$ cat config.mk
export PLATFORM = sky130hd
export DESIGN_NAME = uart_pkt_parse_flat
export DESIGN_NICKNAME = d
export VERILOG_FILES = /design/src/rtl/uart_pkt_parse_if.sv /design/src/rtl/uart_pkt_parse.sv /design/src/flat_wrapper.sv
export SDC_FILE = /design/constraint.sdc
export NUM_CORES = 1
export LEC_CHECK = 0
export BUFFER_PORTS_ARGS = -buffer_cell sky130_fd_sc_hd__buf_2
export CAP_MARGIN = 20
export CORE_AREA = 2 2 110 165
export CTS_CLUSTER_DIAMETER = 60
export CTS_CLUSTER_SIZE = 40
export DETAILED_ROUTE_END_ITERATION = 8
export DIE_AREA = 0 0 112 167
export PLACE_DENSITY_LB_ADDON = 0.2
export SLEW_MARGIN = 20
export SYNTH_ARGS = -nofsm -noshare
export SYNTH_HDL_FRONTEND = slang
export SYNTH_SLANG_ARGS = --single-unit
export TNS_END_PERCENT = 1
$ cat constraint.sdc
create_clock -name I_clk -period 2.38 [get_ports I_clk]
set_input_delay 0.238 -clock I_clk [delete_from_list [all_inputs] [get_ports I_clk]]
set_output_delay 0.238 -clock I_clk [all_outputs]
set_load 0.01 [all_outputs]
$ cat src/rtl/uart_pkt_parse_if.sv
// Byte-stream bus between a UART receiver, the packet parser and its downstream consumer.
// The parser sits on the slave side; the driver/consumer side uses master.
interface uart_pkt_parse_if;
    logic       I_data_v;
    logic [7:0] I_data;
    logic [7:0] O_data;
    logic       O_data_v;
    logic       I_rdy;
    logic       O_last;
    logic       O_frame_ok;
    logic       O_err;
    logic [1:0] O_err_code;
    logic       O_drop;
    logic       O_busy;

    modport slave (
        input  I_data, I_data_v, I_rdy,
        output O_data, O_data_v, O_last, O_frame_ok, O_err, O_err_code, O_drop, O_busy
    );

    modport master (
        output I_data, I_data_v, I_rdy,
        input  O_data, O_data_v, O_last, O_frame_ok, O_err, O_err_code, O_drop, O_busy
    );
endinterface

$ cat src/rtl/uart_pkt_parse.sv
// Frame parser for HEAD, LEN, payload, CHK byte streams.
// Buffers a checked frame and replays it over a ready/valid output.
module uart_pkt_parse #(
    parameter logic [7:0] C_HEAD    = 8'hA5,
    parameter int         C_MAX_LEN = 16,
    parameter int         C_TIMEOUT = 100000
) (
    input  logic           I_clk,
    input  logic           I_rst,
    uart_pkt_parse_if.slave bus
);
    localparam int               IDX_W     = (C_MAX_LEN > 1) ? $clog2(C_MAX_LEN) : 1;
    localparam int               CNT_W     = $clog2(C_TIMEOUT);
    localparam logic [7:0]       MAX_LEN_B = 8'(C_MAX_LEN);
    localparam logic [CNT_W-1:0] TMO_LAST  = CNT_W'(C_TIMEOUT - 1);

    typedef enum logic [2:0] {S_IDLE, S_LEN, S_PAY, S_CHK, S_OUT} state_t;

    state_t           state_q, state_n;
    logic [7:0]       len_q, len_n;
    logic [7:0]       idx_q, idx_n;
    logic [7:0]       sum_q, sum_n;
    logic [CNT_W-1:0] cnt_q, cnt_n;
    logic [7:0]       data_q, data_n;
    logic             data_v_q, data_v_n;
    logic             last_q, last_n;
    logic             ok_q, ok_n;
    logic             err_q, err_n;
    logic [1:0]       code_q, code_n;
    logic             drop_q, drop_n;
    logic             busy_q, busy_n;
    logic             buf_we;
    logic [IDX_W-1:0] buf_wa;
    logic [7:0]       idx_nxt;
    logic [7:0]       pay_mem [2**IDX_W];

    function automatic logic [7:0] sum_add(input logic [7:0] a, input logic [7:0] b);
        return a + b;
    endfunction

    always_ff @(posedge I_clk) begin
        if (I_rst) begin
            state_q  <= S_IDLE;
            len_q    <= '0;
            idx_q    <= '0;
            sum_q    <= '0;
            cnt_q    <= '0;
            data_q   <= '0;
            data_v_q <= 1'b0;
            last_q   <= 1'b0;
            ok_q     <= 1'b0;
            err_q    <= 1'b0;
            code_q   <= '0;
            drop_q   <= 1'b0;
            busy_q   <= 1'b0;
        end else begin
            state_q  <= state_n;
            len_q    <= len_n;
            idx_q    <= idx_n;
            sum_q    <= sum_n;
            cnt_q    <= cnt_n;
            data_q   <= data_n;
            data_v_q <= data_v_n;
            last_q   <= last_n;
            ok_q     <= ok_n;
            err_q    <= err_n;
            code_q   <= code_n;
            drop_q   <= drop_n;
            busy_q   <= busy_n;
        end
    end

    // Payload storage carries no reset; only the control path needs a known state.
    always_ff @(posedge I_clk) begin
        if (buf_we) pay_mem[buf_wa] <= bus.I_data;
    end

    always_comb begin
        state_n  = state_q;
        len_n    = len_q;
        idx_n    = idx_q;
        sum_n    = sum_q;
        cnt_n    = cnt_q;
        data_n   = data_q;
        data_v_n = data_v_q;
        last_n   = last_q;
        ok_n     = 1'b0;
        err_n    = 1'b0;
        code_n   = code_q;
        drop_n   = 1'b0;
        buf_we   = 1'b0;
        buf_wa   = idx_q[IDX_W-1:0];
        idx_nxt  = idx_q + 8'd1;

        case (state_q)
            S_IDLE: begin
                if (bus.I_data_v && bus.I_data == C_HEAD) begin
                    state_n = S_LEN;
                    cnt_n   = '0;
                end
            end
            S_LEN: begin
                if (bus.I_data_v) begin
                    cnt_n = '0;
                    if (bus.I_data == 8'd0 || bus.I_data > MAX_LEN_B) begin
                        err_n   = 1'b1;
                        code_n  = 2'd1;
                        state_n = S_IDLE;
                    end else begin
                        len_n   = bus.I_data;
                        sum_n   = bus.I_data;
                        idx_n   = '0;
                        state_n = S_PAY;
                    end
                end
            end
            S_PAY: begin
                if (bus.I_data_v) begin
                    cnt_n  = '0;
                    buf_we = 1'b1;
                    sum_n  = sum_add(sum_q, bus.I_data);
                    if (idx_q == len_q - 8'd1) begin
                        idx_n   = '0;
                        state_n = S_CHK;
                    end else begin
                        idx_n = idx_nxt;
                    end
                end
            end
            S_CHK: begin
                if (bus.I_data_v) begin
                    cnt_n = '0;
                    if (bus.I_data == sum_q) begin
                        ok_n     = 1'b1;
                        state_n  = S_OUT;
                        idx_n    = '0;
                        data_v_n = 1'b1;
                        data_n   = pay_mem[0];
                        last_n   = (len_q == 8'd1);
                    end else begin
                        err_n   = 1'b1;
                        code_n  = 2'd2;
                        state_n = S_IDLE;
                    end
                end
            end
            S_OUT: begin
                drop_n = bus.I_data_v;
                if (bus.I_rdy) begin
                    if (last_q) begin
                        data_v_n = 1'b0;
                        last_n   = 1'b0;
                        state_n  = S_IDLE;
                    end else begin
                        idx_n  = idx_nxt;
                        data_n = pay_mem[idx_nxt[IDX_W-1:0]];
                        last_n = (idx_nxt == len_q - 8'd1);
                    end
                end
            end
            default: state_n = S_IDLE;
        endcase

        // A byte arriving on the terminal count is handled above and wins over the timeout.
        if ((state_q == S_LEN || state_q == S_PAY || state_q == S_CHK) && !bus.I_data_v) begin
            if (cnt_q == TMO_LAST) begin
                err_n   = 1'b1;
                code_n  = 2'd3;
                cnt_n   = '0;
                state_n = S_IDLE;
            end else begin
                cnt_n = cnt_q + 1'b1;
            end
        end

        busy_n = (state_n != S_IDLE);
    end

    assign bus.O_data     = data_q;
    assign bus.O_data_v   = data_v_q;
    assign bus.O_last     = last_q;
    assign bus.O_frame_ok = ok_q;
    assign bus.O_err      = err_q;
    assign bus.O_err_code = code_q;
    assign bus.O_drop     = drop_q;
    assign bus.O_busy     = busy_q;
endmodule
$ cat src/flat_wrapper.sv
// flat-port wrapper written by rule: the top's interface ports become plain ports
module uart_pkt_parse_flat 
#(
    parameter logic [7:0] C_HEAD    = 8'hA5,
    parameter int         C_MAX_LEN = 16,
    parameter int         C_TIMEOUT = 100000
)
  (I_clk, I_rst, bus_I_data, bus_I_data_v, bus_I_rdy, bus_O_data, bus_O_data_v, bus_O_last, bus_O_frame_ok, bus_O_err, bus_O_err_code, bus_O_drop, bus_O_busy);
  uart_pkt_parse_if bus_i ();
  input  logic I_clk;
  input  logic I_rst;
  input wire logic [$bits(bus_i.I_data)-1:0] bus_I_data;
  input wire logic [$bits(bus_i.I_data_v)-1:0] bus_I_data_v;
  input wire logic [$bits(bus_i.I_rdy)-1:0] bus_I_rdy;
  output wire logic [$bits(bus_i.O_data)-1:0] bus_O_data;
  output wire logic [$bits(bus_i.O_data_v)-1:0] bus_O_data_v;
  output wire logic [$bits(bus_i.O_last)-1:0] bus_O_last;
  output wire logic [$bits(bus_i.O_frame_ok)-1:0] bus_O_frame_ok;
  output wire logic [$bits(bus_i.O_err)-1:0] bus_O_err;
  output wire logic [$bits(bus_i.O_err_code)-1:0] bus_O_err_code;
  output wire logic [$bits(bus_i.O_drop)-1:0] bus_O_drop;
  output wire logic [$bits(bus_i.O_busy)-1:0] bus_O_busy;
  assign bus_i.I_data = bus_I_data;
  assign bus_i.I_data_v = bus_I_data_v;
  assign bus_i.I_rdy = bus_I_rdy;
  assign bus_O_data = bus_i.O_data;
  assign bus_O_data_v = bus_i.O_data_v;
  assign bus_O_last = bus_i.O_last;
  assign bus_O_frame_ok = bus_i.O_frame_ok;
  assign bus_O_err = bus_i.O_err;
  assign bus_O_err_code = bus_i.O_err_code;
  assign bus_O_drop = bus_i.O_drop;
  assign bus_O_busy = bus_i.O_busy;
  uart_pkt_parse #(.C_HEAD(C_HEAD), .C_MAX_LEN(C_MAX_LEN), .C_TIMEOUT(C_TIMEOUT)) u_core (.I_clk(I_clk), .I_rst(I_rst), .bus(bus_i));
endmodule
# Word level (Yosys, flattened, before mapping)
# Memory sizes are Yosys's and may differ from the RTL's.
# Index checks and enable logic that the tools add are counted.
[totals]
reg_bits = 60
ramBits = 128
out_inout_bits = 16
mem_count = 1
[classes]
addsub = 4
n_lt_le_gt_ge = 1
n_eq_ne = 20
muxes = 64
bitwise_logic = 4
reduce_logical = 23
[mem_list]
columns = ["name", "words", "width", "read_ports", "rd_ports_with_merged_regs", "write_ports", "line", "source"]
rows = [
  ["u_core.pay_mem", 16, 8, 2, 0, 1, "uart_pkt_parse.sv:35", "logic [7:0] pay_mem [2**IDX_W];"],
]
[ops]
columns = ["operator", "count"]
rows = [
  ["$mux 8", 15],
  ["$mux 17", 4],
  ["$pmux 17 s2", 1],
  ["$pmux 8 s2", 2],
  ["$pmux 8 s4", 1],
  ["$mux 3", 10],
  ["$eq 8x8->1", 3],
  ["$mux 1", 19],
  ["$add 17x1->17 const B", 1],
  ["$eq 17x17->1 const B", 1],
  ["$pmux 3 s5", 1],
  ["$mux 2", 7],
  ["$ne 2x2->1 const B", 6],
  ["$reduce_and 5->1", 2],
  ["$add 8x1->8 const B", 1],
  ["$add 8x8->8", 1],
  ["$eq 8x1->1 const B", 1],
  ["$eq 8x8->1 const B", 1],
  ["$gt 8x5->1 const B", 1],
  ["$logic_not 8->1", 1],
  ["$reduce_and 4->1", 2],
  ["$reduce_and 8->1", 1],
  ["$sub 8x1->8 const B", 1],
  ["$eq 3x2->1 const B", 2],
  ["other kinds (17)", 31],
]

# Logic depth before layout (Yosys ltp)
[depth]
word_depth = 8
ltp_mapped = 10
depth_no_buf = 10

# Worst setup path after synthesis
# Ideal clock, no wire load.
[synth_path]
kind = "register -> register"
start = "register u_core.idx_q[0]"
end = "register u_core.data_q[2], in the netlist u_core.bus.O_data[2]"
t_arrival_ns = 2.488
t_required_ns = 2.245
path_slack_ns = -0.243
stages_incl_launch_ff = 10
n_path_buf = 3
synth_period_minus_slack_ns = 2.623
path_cell_list = "dfxtp_1 buf_2 inv_1 ha_1 clkbuf_1 clkbuf_1 mux4_2 mux4_1 nand2_1 a311oi_1"
[synth_between]
elab_chain_cells = 5
[synth_rtl]
columns = ["element", "line", "source"]
rows = [
  ["start: declaration", "uart_pkt_parse.sv:21", "logic [7:0] idx_q, idx_n;"],
  ["start signal: assignment", "uart_pkt_parse.sv:59", "idx_q <= idx_n;"],
  ["$add 8x1->8", "uart_pkt_parse.sv:93", "idx_nxt = idx_q + 8'd1;"],
  ["$mem_v2 16x8", "n/a", ""],
  ["$mux 8", "uart_pkt_parse.sv:150", "if (last_q) begin"],
  ["$mux 8", "uart_pkt_parse.sv:149", "if (bus.I_rdy) begin"],
  ["$pmux 8 s2", "uart_pkt_parse.sv:95", "case (state_q)"],
  ["end signal: assignment", "uart_pkt_parse.sv:62", "data_q <= data_n;"],
  ["end: declaration", "uart_pkt_parse.sv:24", "logic [7:0] data_q, data_n;"],
]
# Every way passes these cells. The select of a mux whose other input is x is not followed.
# A chain may end at the register's enable or synchronous reset.

# Worst setup path after layout
[layout_path]
start = "register u_core.sum_q[5]"
end = "register u_core.idx_q[4]"
[layout_between]
elab_chain_cells = 3
[layout_rtl]
columns = ["element", "line", "source"]
rows = [
  ["start: declaration", "uart_pkt_parse.sv:22", "logic [7:0] sum_q, sum_n;"],
  ["start signal: assignment", "uart_pkt_parse.sv:60", "sum_q <= sum_n;"],
  ["$eq 8x8->1", "uart_pkt_parse.sv:133", "if (bus.I_data == sum_q) begin"],
  ["$ne 2x1->1 (no line)", "n/a", ""],
  ["$reduce_and 8->1 (no line)", "n/a", ""],
]
# Every way passes these cells.

==> implementation parameters <==
Parameter                              Value

Cells and area
  Area grow syn2layout ... 16.04%
  Post-route cell area ... 9986 um^2
  Layout cell share with drive strength beyond 1 ... 0.2490
  Number of inserted filler cells in the final layout ... approximately 1400
  Diode count ... 0
  Post-layout utilization of the core ... 0.5781
  Number of nets in the layout ... 750

Clocking
  Clock insertion delay at the later pin of the skew report ... approximately 430 ps
  CTS tree ... built
  Total number of H-tree levels ... 4
  Root Buffer Master ... clkbuf_16
  Clk sink count ... roughly 190
  Hold buffer count at cts ... 0
  Clock-pin slew on the worst setup and hold paths ... roughly 70 ps
  Max Root-Sink Buffers ... 2
  TritonCTS buffer count ... 17

Synth
  Mean instance size in the synthesized netlist ... 13.28 um^2
  Post-synthesis sequential element count ... 188
  Share of flip-flops with an asynchronous set or reset after synthesis ... 0
  Seq/Total Area, Yosys ... 0.5862
  Post-synth cell types ... 70
  Count of flip-flops with a built-in enable after synthesis ... 128
  Leading register cell type out of synthesis ... edfxtp_1
  Syn nets ... 675
  Number of instances in the synthesized netlist ... 648
  Number of warnings issued by yosys ... 0
  Area of the mapped netlist ... 8606 um^2

Critical path
  Cell count of the worst reg-to-reg path ... 8
  Max Fanout on Critical Path ... 4
  CP startpoint kind ... flop
  Reg-to-reg critical path startpoint ... u_core.sum_q[5]
  Data arrival, critical path ... 2570 ps
  Required time at the endpoint of the critical path ... 2650 ps
  Worst flop-to-flop path endpoint ... u_core.idx_q[4]
  Startpoint-to-endpoint class of the critical path ... flop to flop
  Launch point of the critical path ... u_core.sum_q[5]
  Worst setup endpoint ... u_core.idx_q[4]
  CP endpoint kind ... flop
  Internal reg-to-reg setup slack ... 80 ps

STA
  Final count of negative-setup-slack endpoints ... 0
  Post-route clock skew ... 8.355 ps
  Number of slew-limit violations in the final report ... 0
  Transition time of the tightest slew-check pin ... between 800 and 900 ps
  FMAX ... approximately 440 MHz
  Final Critical Period ... 2298 ps
  Period utilisation layout ... 0.9658
  Worst-case headroom to the max-slew limit ... 0.4616
  Number of hold-slack violations in the final timing report ... 0

GRT
  First-pass GRT wire length ... roughly 31 mm
  Via count of the first global-routing pass ... 5815
  Global routing usage summed across all routing layers ... 0.2167
  GRT overflow ... 0
  Largest net degree at the start of global routing ... 38
  Antenna violations before repair ... 0

Placed design
  Estimated wirelength of the detail-placed design ... 13.97 mm
  Placed Area ... slightly above 9000 um^2
  GP Congestion ... 0.8382
  Count of buffers inserted at the top-level ports ... 27

Die
  Boundary Pins ... 28
  Die extent in y ... 167 um
  Number of placement rows ... 59
  Area of the die ... 18700 um^2
  Die outline width ... 112 um
  Area of the core region ... 17270 um^2
  Initial cell density of the core ... 0.4982

Worst hold path
  Class of the most critical hold timing path ... primary input to flop

Route
  Average vias per placed instance ... 5.842
  Post-Route WL ... ~20 mm
  First-pass detailed-route iteration total ... 4
  Post-route DRC violation count ... 0
  Number of DRC markers after the initial detailed-route iteration ... 467
  Antenna Violating Nets Remaining ... 0
  Number of vias in the routed layout ... between 5000 and 6000
  Average routed wire per standard cell ... 20.75 um

Pwr
  Power per cell area ... 645.2 nW/um^2
  Maximum vdd drop ... roughly 470 uV
  Static leakage power ... between 3 and 4 nW

Job
  Max Cap Viol ... 0

Status
  Status ... completed
cell type report:
class / instances / area [um^2] / area share
Inverter: 13 / 48.80 / 0.004887
Multi-Input combinational cell: 411 / 3381 / 0.3386
Clock buffer: 18 / 429.2 / 0.04298
Clock inverter: 13 / 153.9 / 0.01541
Sequential cell: 188 / 5046 / 0.5053
Timing Repair Buffer: 92 / 660.6 / 0.06616
Tap cell: 213 / 266.5 / 0.02669
flip-flops by register name (all words and copies together), names as in the netlist, 2 cells and up:
name                   count
u_core.idx_q               8
u_core.sum_q               8
u_core.len_q               8
u_core.bus.O_data          8
u_core.state_q             3
u_core.cnt_q              17
u_core.pay_mem           128
u_core.bus.O_err_code      2
worst min-delay path by stage:
stage / from / slack [ps] / cells past startpoint / endpoint
2_1_floorplan: bus_I_data[0] / 340 / 0 / u_core.pay_mem[0][0]
3_3_place_gp: u_core.bus.O_err_code[0] / 450 / 2 / u_core.bus.O_err_code[0]
3_5_place_dp: u_core.bus.O_err_code[0] / 460 / 2 / u_core.bus.O_err_code[0]
4_1_cts: bus_I_rdy / 70 / 2 / u_core.bus.O_data_v
5_1_grt: bus_I_rdy / 100 / 2 / u_core.bus.O_data_v
6_report: bus_I_rdy / 80 / 2 / u_core.bus.O_data_v
per-stage QoR:
stage / setup WS (ps) / TNS (ps) / hold WS [ps] / power [mW] / instances
after floorplan: 87.82 / 0 / 336.9 / 3.599 / 648
after global placement: -18.24 / -18.24 / 454.4 / 3.685 / 916
after detailed placement: -65.96 / -143.8 / 463.7 / 3.690 / 916
after CTS: 12.95 / 0 / 71.03 / 6.495 / 947
after global routing: -14.83 / -14.83 / 102.2 / 6.621 / 948
final: 81.51 / 0 / 83.54 / 6.443 / 948
power breakdown:
group	switching, mW	internal (mW)	total (mW)
logic	0.0972	0.0409	0.138
clock network	1.25	1.57	2.82
registers	0.000273	3.48	3.48
total	1.35	5.09	6.44
critical path, stage by stage (launching register included):
cell,delay (ps)
dfxtp_1,320
ha_1,300
nor4_2,300
and4_4,280
nand3_1,80
a32o_2,310
or3_4,350
o21ai_1,120
nor4_1,80
placed cells by master (no fill, tap or decap), types with 5 or more instances in the layout:
| cell type | netlist | layout |
|---|---|---|
| xnor2_1 | 20 | 20 |
| and2_1 | 7 | 7 |
| nand4_1 | 10 | 10 |
| mux4_2 | 36 | 36 |
| nand3b_1 | 6 | 6 |
| nor3_1 | 13 | 12 |
| a21oi_1 | 18 | 18 |
| dfxtp_1 | 60 | 59 |
| a31oi_1 | 5 | 5 |
| nand3_1 | 11 | 11 |
| xor2_1 | 21 | 21 |
| ha_1 | 14 | 14 |
| nor4_1 | 11 | 9 |
| a21o_1 | 6 | 6 |
| nor2_1 | 59 | 59 |
| nand2b_1 | 13 | 13 |
| edfxtp_1 | 128 | 128 |
| mux2i_1 | 9 | 9 |
| clkbuf_16 | 0 | 17 |
| buf_2 | 10 | 27 |
| and3_1 | 6 | 6 |
| nand2_1 | 55 | 55 |
| o21ai_0 | 17 | 17 |
| nor3b_1 | 7 | 6 |
| inv_1 | 13 | 13 |
| a311oi_1 | 10 | 10 |
| buf_4 | 1 | 62 |
cells by family (layout without fill, tap and decap cells):
logic type                 Yosys count  after routing  share of synthesized area
and+or+nand+nor                    222            222                     0.1346
DFF                                188            188                     0.5862
adders and majority gates           15             15                    0.02268
xor gates and xnor gates            43             43                    0.04551
AOI/OAI and AO/OA                   82             82                    0.06732
buffers and inverters               49            136                    0.02675
muxes                               49             49                     0.1169
cells in the mapped netlist (2+ instances only):
| library cell | instances | area [um^2] |
|---|---|---|
| inv_1 | 13 | 48.80 |
| nand3_1 | 11 | 55.05 |
| nand2b_1 | 13 | 81.33 |
| nor4b_1 | 2 | 17.52 |
| nand4_1 | 10 | 62.56 |
| clkbuf_1 | 19 | 71.32 |
| buf_1 | 2 | 7.510 |
| o41ai_2 | 3 | 48.80 |
| buf_2 | 10 | 50.05 |
| dfxtp_1 | 60 | 1201 |
| nor3_1 | 13 | 65.06 |
| and2_1 | 7 | 43.79 |
| nor2_1 | 59 | 221.5 |
| o21ai_0 | 17 | 85.08 |
| a31oi_1 | 5 | 31.28 |
| o31ai_1 | 2 | 15.01 |
| a311oi_1 | 10 | 87.58 |
| a21o_1 | 6 | 45.04 |
| mux2i_1 | 9 | 90.09 |
| ha_1 | 14 | 175.2 |
| xor2_1 | 21 | 183.9 |
| nor4_1 | 11 | 68.82 |
| o32ai_1 | 2 | 17.52 |
| xnor2_1 | 20 | 175.2 |
| nand3b_1 | 6 | 45.04 |
| o21ai_1 | 2 | 10.01 |
| a211oi_1 | 4 | 30.03 |
| a21oi_1 | 18 | 90.09 |
| and3_1 | 6 | 37.54 |
| nor3b_1 | 7 | 52.55 |
| mux4_1 | 4 | 105.1 |
| and4_1 | 4 | 35.03 |
| buf_6 | 4 | 45.04 |
| nor2b_1 | 2 | 12.51 |
| nand2_1 | 55 | 206.5 |
| edfxtp_1 | 128 | 3844 |
| mux4_2 | 36 | 810.8 |
layer usage:
layer / GRT usage / up-vias / wire [um]
li1: - / 2614 / -
met1: 0.2621 / 2776 / 7895
met2: 0.3852 / 121 / 10520
met3: 0.03603 / 27 / 770
met4: 0.08590 / 0 / 492
met5: 0 / - / 0
timing repair:
item / CTS / global route
buffers inserted: 0 / 1
pin swaps: 1 / 6
resized for setup: 3 / 7
setup endpoints to repair: 4 / 11
(Power assumes the default switching activity.)
